**src/rtl/relm_uart_tx.sv**
```systemverilog
// relm_uart_tx: ReLM push-channel UART transmitter, 8N1, with a one-byte holding register.
module relm_uart_tx #(
  parameter int WD     = 32,
  parameter int CLKDIV = 434
) (
  input  logic        clk,
  input  logic        rst,
  input  logic [WD:0] push_d,
  output logic        push_retry,
  output logic        txd,
  output logic        busy
);
  typedef enum logic [1:0] {IDLE, START, DATA, STOP} state_t;
  localparam logic [15:0] RELOAD = 16'(CLKDIV - 1);
  state_t state_q, state_d;
  logic [7:0] hold_data_q, hold_data_d, shift_q, shift_d;
  logic hold_valid_q, hold_valid_d, txd_q, txd_d;
  logic [15:0] baud_q, baud_d;
  logic [2:0] bit_q, bit_d;
  logic accept, tick, load;
  logic unused_bits;
  assign unused_bits = ^push_d[WD-1:8];
  always_comb begin
    accept = push_d[WD] && !hold_valid_q;
    tick = (state_q != IDLE) && (baud_q == 16'd0);
    // the shifter takes the held byte from IDLE, or straight out of STOP for back-to-back frames
    load = hold_valid_q && (state_q == IDLE || (state_q == STOP && tick));
    state_d = state_q;
    shift_d = shift_q;
    bit_d = bit_q;
    txd_d = txd_q;
    baud_d = (state_q == IDLE) ? baud_q : (tick ? RELOAD : baud_q - 16'd1);
    hold_data_d = accept ? push_d[7:0] : hold_data_q;
    hold_valid_d = accept | (hold_valid_q & ~load);
    if (load) begin
      state_d = START;
      shift_d = hold_data_q;
      baud_d = RELOAD;
      txd_d = 1'b0;
    end else if (tick) begin
      unique case (state_q)
        START: begin
          state_d = DATA;
          bit_d = 3'd0;
          txd_d = shift_q[0];
        end
        DATA: begin
          shift_d = shift_q >> 1;
          bit_d = bit_q + 3'd1;
          state_d = (bit_q == 3'd7) ? STOP : DATA;
          txd_d = (bit_q == 3'd7) ? 1'b1 : shift_q[1];
        end
        STOP: state_d = IDLE;
        default: state_d = IDLE;
      endcase
    end
  end
  always_ff @(posedge clk or posedge rst) begin
    if (rst) begin
      state_q <= IDLE;
      hold_data_q <= 8'd0;
      hold_valid_q <= 1'b0;
      shift_q <= 8'd0;
      baud_q <= 16'd0;
      bit_q <= 3'd0;
      txd_q <= 1'b1;
    end else begin
      state_q <= state_d;
      hold_data_q <= hold_data_d;
      hold_valid_q <= hold_valid_d;
      shift_q <= shift_d;
      baud_q <= baud_d;
      bit_q <= bit_d;
      txd_q <= txd_d;
    end
  end
  assign push_retry = hold_valid_q;
  assign txd = txd_q;
  assign busy = (state_q != IDLE) || hold_valid_q;
endmodule
```
**config.mk**
```make
export PLATFORM = sky130hd
export DESIGN_NAME = relm_uart_tx
export DESIGN_NICKNAME = d
export VERILOG_FILES = /design/src/rtl/relm_uart_tx.sv
export SDC_FILE = /design/constraint.sdc
export NUM_CORES = 1
export LEC_CHECK = 0
export CORE_MARGIN = 10
export CORE_UTILIZATION = 52
export DETAILED_ROUTE_END_ITERATION = 10
export GPL_ROUTABILITY_DRIVEN = 0
export PLACE_DENSITY = 0.8
export SLEW_MARGIN = 20
export SYNTH_ARGS = -nofsm -noshare
export SYNTH_HDL_FRONTEND = slang
export SYNTH_SLANG_ARGS = --single-unit
```
**constraint.sdc**
```tcl
create_clock -name clk -period 2.51 [get_ports clk]
set_input_delay 0.502 -clock clk [delete_from_list [all_inputs] [get_ports clk]]
set_output_delay 0.502 -clock clk [all_outputs]
set_load 0.02 [all_outputs]
```
After elaboration in Yosys (flattened, before gate mapping)
Cells that the tools add are included.
Widths: inputs -> output; s select.
Storage, ports and cells
  word-level logic and storage cells: 49
  output and inout port bits: 3
  input port bits: 35
  register bits: 39
Cells by class
  bitwise operators: 3
  add/subtract/negate cells: 2
  mux-type cells: 15
  equal/unequal tests: 5
  reduce and logical (&&, ||, !) cells: 17
Operator list (count)
  $mux 16: 3
  $mux 8: 3
  $logic_not 16->1: 1
  $sub 16x1->16 const B: 1
  $reduce_bool 2->1: 4
  $pmux 3 s2: 1
  $eq 2x2->1 const B: 2
  $logic_and 1x1->1: 4
  $mux 1: 4
  $mux 2: 2
  $pmux 2 s2: 1
  $reduce_and 2->1: 2
  $add 3x1->3 const B: 1
  $eq 3x3->1 const B: 1
  $reduce_and 3->1: 1
  $reduce_bool 3->1: 1
  $eq 2x1->1 const B: 1
  $logic_not 2->1: 1
  $logic_or 1x1->1: 2
  $ne 2x2->1 const B: 1
  $pmux 1 s2: 1
  $and 1x1->1: 1
  $logic_not 1->1: 1
  $not 1->1: 1
  $or 1x1->1: 1

Logic depth before layout (Yosys ltp)
  word-level depth: 8
  mapped depth: 9
  mapped depth without buffers: 7

Least setup slack after synthesis
No wires, ideal clock.
  path kind: reg-to-reg
  start point: register state_q[0]
  end point: register shift_q[0]
  data required time: 2.385 ns
  library setup time: 0.125 ns
  setup slack: 0.367 ns
  path buffers: 2
  cell stages (with the launch flop): 10
  arrival: 2.017 ns
  clock period less this slack: 2.143 ns
  cell sequence: dfrtp_1 inv_1 ha_1 clkbuf_1 nor4b_1 and4_4 buf_8 nand2_8 mux2_4 mux2_4
On the way
  cells in the longest elaborated chain, start to end: 7
  elaborated cells between the ends (all ways): 12
  those cells by class: eq/ne (2); mux (1); reduce/logical (9)
RTL lines
  from (decl): line 15  | state_t state_q, state_d;
  from (signal assigned): line 68  | state_q <= state_d;
  $reduce_bool 2->1: line 25  | tick = (state_q != IDLE) && (baud_q == 16'd0);
  $logic_and 1x1->1: line 25
  $logic_and 1x1->1: line 27  | load = hold_valid_q && (state_q == IDLE || (state_q == STOP && tick));
  $logic_or 1x1->1: line 27
  $logic_and 1x1->1: line 27
  $reduce_bool 2->1 (no source line)
  $reduce_and 2->1 (no source line)
  to (signal assigned): line 71  | shift_q <= shift_d;
  to (decl): line 16  | logic [7:0] hold_data_q, hold_data_d, shift_q, shift_d;
Several ways; a longest one is shown, not always the timed one.
A chain may end at the register's enable or synchronous reset.

Worst setup path after layout
  start point: register state_q[0]
  end point: register shift_q[1]
Same word-level chain as after synthesis.

==> results by group <==
Floorplanning
  • Die width: 82.55 um
  • Initial Util: 54.75%
  • Core box area: 3716 um2
  • Number of cell rows: 22
  • I/O pin cnt: 38
  • Die area: 6815 um2
  • Die height: 82.55 um

Worst setup path
  • Worst path cell trace: inv_1 -> ha_1 -> nor4b_1 -> and4_4 -> a21oi_1 -> nand2b_1 -> mux2_4
  • Reg2reg end: shift_q[1]
  • CP max stage delay: 0.43 ns
  • CP endpoint kind: flop
  • Worst r2r src: state_q[0]
  • FF-to-FF setup slack: 0.24 ns
  • Crit path launch type: flop
  • Critical-path top delay cell: nand2b_1
  • Worst R2R Path Depth: 7
  • Critical path buffers and inverters: 1
  • Crit Path Class: flop to flop
  • WP data required: 2.70 ns
  • Critical Path AT: 2.45 ns
  • Critical path peak fanout: 9
  • CP delay by family, top: simple AND/OR/NAND/NOR gates

Routing
  • Avg WL per Cell: 15.70 um
  • Initial DRC Count: 105
  • Final ANT Viol Nets: 0
  • 1st-pass router iterations: 5
  • DR vias: 1337
  • Post-route DRC violation count: 0
  • Vias/cell: 5.548
  • DRT Wirelength: 3783 um

Synth
  • Seq/Total Area, Yosys: 48.03%
  • Largest area contributor in the netlist: dfrtp_1
  • Post-Syn Instances: 175
  • Syn_nets: 218
  • FF+latch count, synth: 39
  • Share of the synthesized area in the top cell type: 46.74%
  • Mapped cell area: 2034 um2
  • Yosys warning total: 0
  • Avg Cell Area, Syn: 11.63 um2
  • Synth area leaders: dfrtp_1, mux2_4, ha_1, xnor2_1, mux2_2
  • Distinct cells, synth: 34

Placed design
  • Placed cells: 233
  • # port buffers: 13
  • HPWL Detailed: 2745 um
  • Pre-CTS worst setup slack: 0.2363 ns

Clock tree
  • Reg clk slew, reported paths: 0.08 ns
  • CTS root buf: clkbuf_8
  • Buffer depth of the longest clock path: 2
  • Setup bufs post-CTS: 0
  • Clock Latency Late Sink: 0.30 ns
  • Clk sinks: 39
  • H-tree depth: 2
  • CTS tree: built
  • CTS Buf Count: 5
  • Hold-fix buffers, CTS: 0

Pwr
  • Power Total: 2.161 mW
  • Peak supply drop: 0.4848 mV
  • Leakage: 1.042 nW
  • Pwr Density: 941.8 nW/um2

Final layout
  • Nets: 235
  • Layout cells sized above 1: 21.24%
  • Antenna Cells: 0
  • Commonest non-fill, non-tap cell in the layout: dfrtp_1
  • Commonest non-fill, non-tap cells in the layout: dfrtp_1, nor2_1, mux2_4, clkdlybuf4s50_1
  • Filler cells: 284
  • Final cell count without fillers: 241
  • Area grow syn2layout: 12.79%

Run status
  • Status: finished, final reports clean

Global route
  • First-pass GRT wire length: 6458 um
  • GRT overflow: 0
  • GRT Util Overall: 12.38%
  • Initial antenna violation count: 0
  • Largest net degree at the start of global routing: 40
  • Vias in the first global route: 1430

STA
  • RSZ-0062 raised after global routing: no
  • Final hold violation count: 0
  • Min Tclk post-route: 2.267 ns
  • Final Cycle Share: 90.30%
  • Fmax: 441.2 MHz
  • Relative slew slack: 59.42%
  • Setup ws final: 0.2434 ns
  • Worst-Margin Slew: 0.6087 ns
  • Clock Skews: 0.005959 ns
  • Worst hold slack: 0.5100 ns
  • Slew Viols, Final: 0
  • Final Setup Violations: 0
  • Final setup TNS: 0 ns

Worst hold path
  • WHS Endpoint: baud_q[0]
  • Worst hold path class: flop to flop
  • Hold Path Stages: 1
  • Hold Path Origin: baud_q[0]

Flow run
  • Max cap viols: 0
## sequential cells by signal (all words and copies together), names as in the netlist
signal,flops
hold_data_q,8
push_retry,1
txd,1
state_q,2
shift_q,8
bit_q,3
baud_q,16
## how the worst max path moves through the flow
stage / slack (ns) / depth (start not counted) / end / start
after global routing: 0.08 / 7 / shift_q[1] / state_q[0]
final: 0.24 / 7 / shift_q[1] / state_q[0]
after detailed placement: 0.24 / 7 / shift_q[0] / state_q[0]
after floorplan: 0.37 / 9 / shift_q[0] / state_q[0]
after global placement: 0.30 / 7 / shift_q[4] / state_q[0]
after CTS: 0.21 / 7 / shift_q[4] / state_q[0]
## timing repair
item / 4_1_cts / 5_1_grt
hold endpoints to repair: 0 / 0
gates resized for setup: 1 / 0
endpoints found under the setup margin: 1 / 0
## final cells by class
class	instances	area, um2	area share (%)
clock inverter	3	15.01	0.6543
sequential	39	977.2	42.58
multi-input combinational	118	969.7	42.26
inverter	10	37.54	1.636
clock buffer	5	68.82	2.999
timing repair buffer	18	166.4	7.252
tap	48	60.06	2.617
## logic make-up (layout without fill, tap and decap cells)
logic type	count (synthesis)	in the layout	share of synthesized area (%)
adders and majority gates	8	8	4.920
xor gates and xnor gates	14	14	6.027
and+or+nand+nor	58	58	17.04
DFF	39	39	48.03
buffers and inverters	18	36	4.304
AOI/OAI and AO/OA	14	14	3.998
muxes	24	24	15.68
## through the flow
step	instance area [um2]	util, %
6_report	2295	61.75
5_1_grt	2295	61.75
4_1_cts	2295	61.75
3_5_place_dp	2212	59.53
3_3_place_gp	2212	59.53
2_1_floorplan	2034	-
## where the power goes
part,leakage [nW],total (mW),internal (mW),switching [mW]
Clock,0.0477,0.419,0.190,0.229
Sequential,0.473,1.03,0.845,0.189
Combinational,0.521,0.708,0.413,0.295
## synth_stat cells, drive strengths merged
master,number
xor2,4
nand3,6
nor3,7
o32ai,1
nor3b,1
a21o,2
nand2,10
ha,8
nor2b,2
dfrtp,38
clkbuf,4
a21oi,4
nor4b,3
mux2,21
nor4,3
and3,1
mux2i,3
dfstp,1
or3,1
buf,4
o21ai,6
nand4,2
inv,10
nor2,19
xnor2,10
and4,1
nand2b,2
o211ai,1
## per-layer routing
metal / vias up / routed length [um] / GRT usage [%]
met5: - / 0 / 0
met4: 0 / 51 / 4.181
met3: 5 / 169 / 3.996
met2: 31 / 1991 / 21.77
met1: 679 / 1571 / 13.80
li1: 622 / - / -
Power figures use the tool's default switching activity.
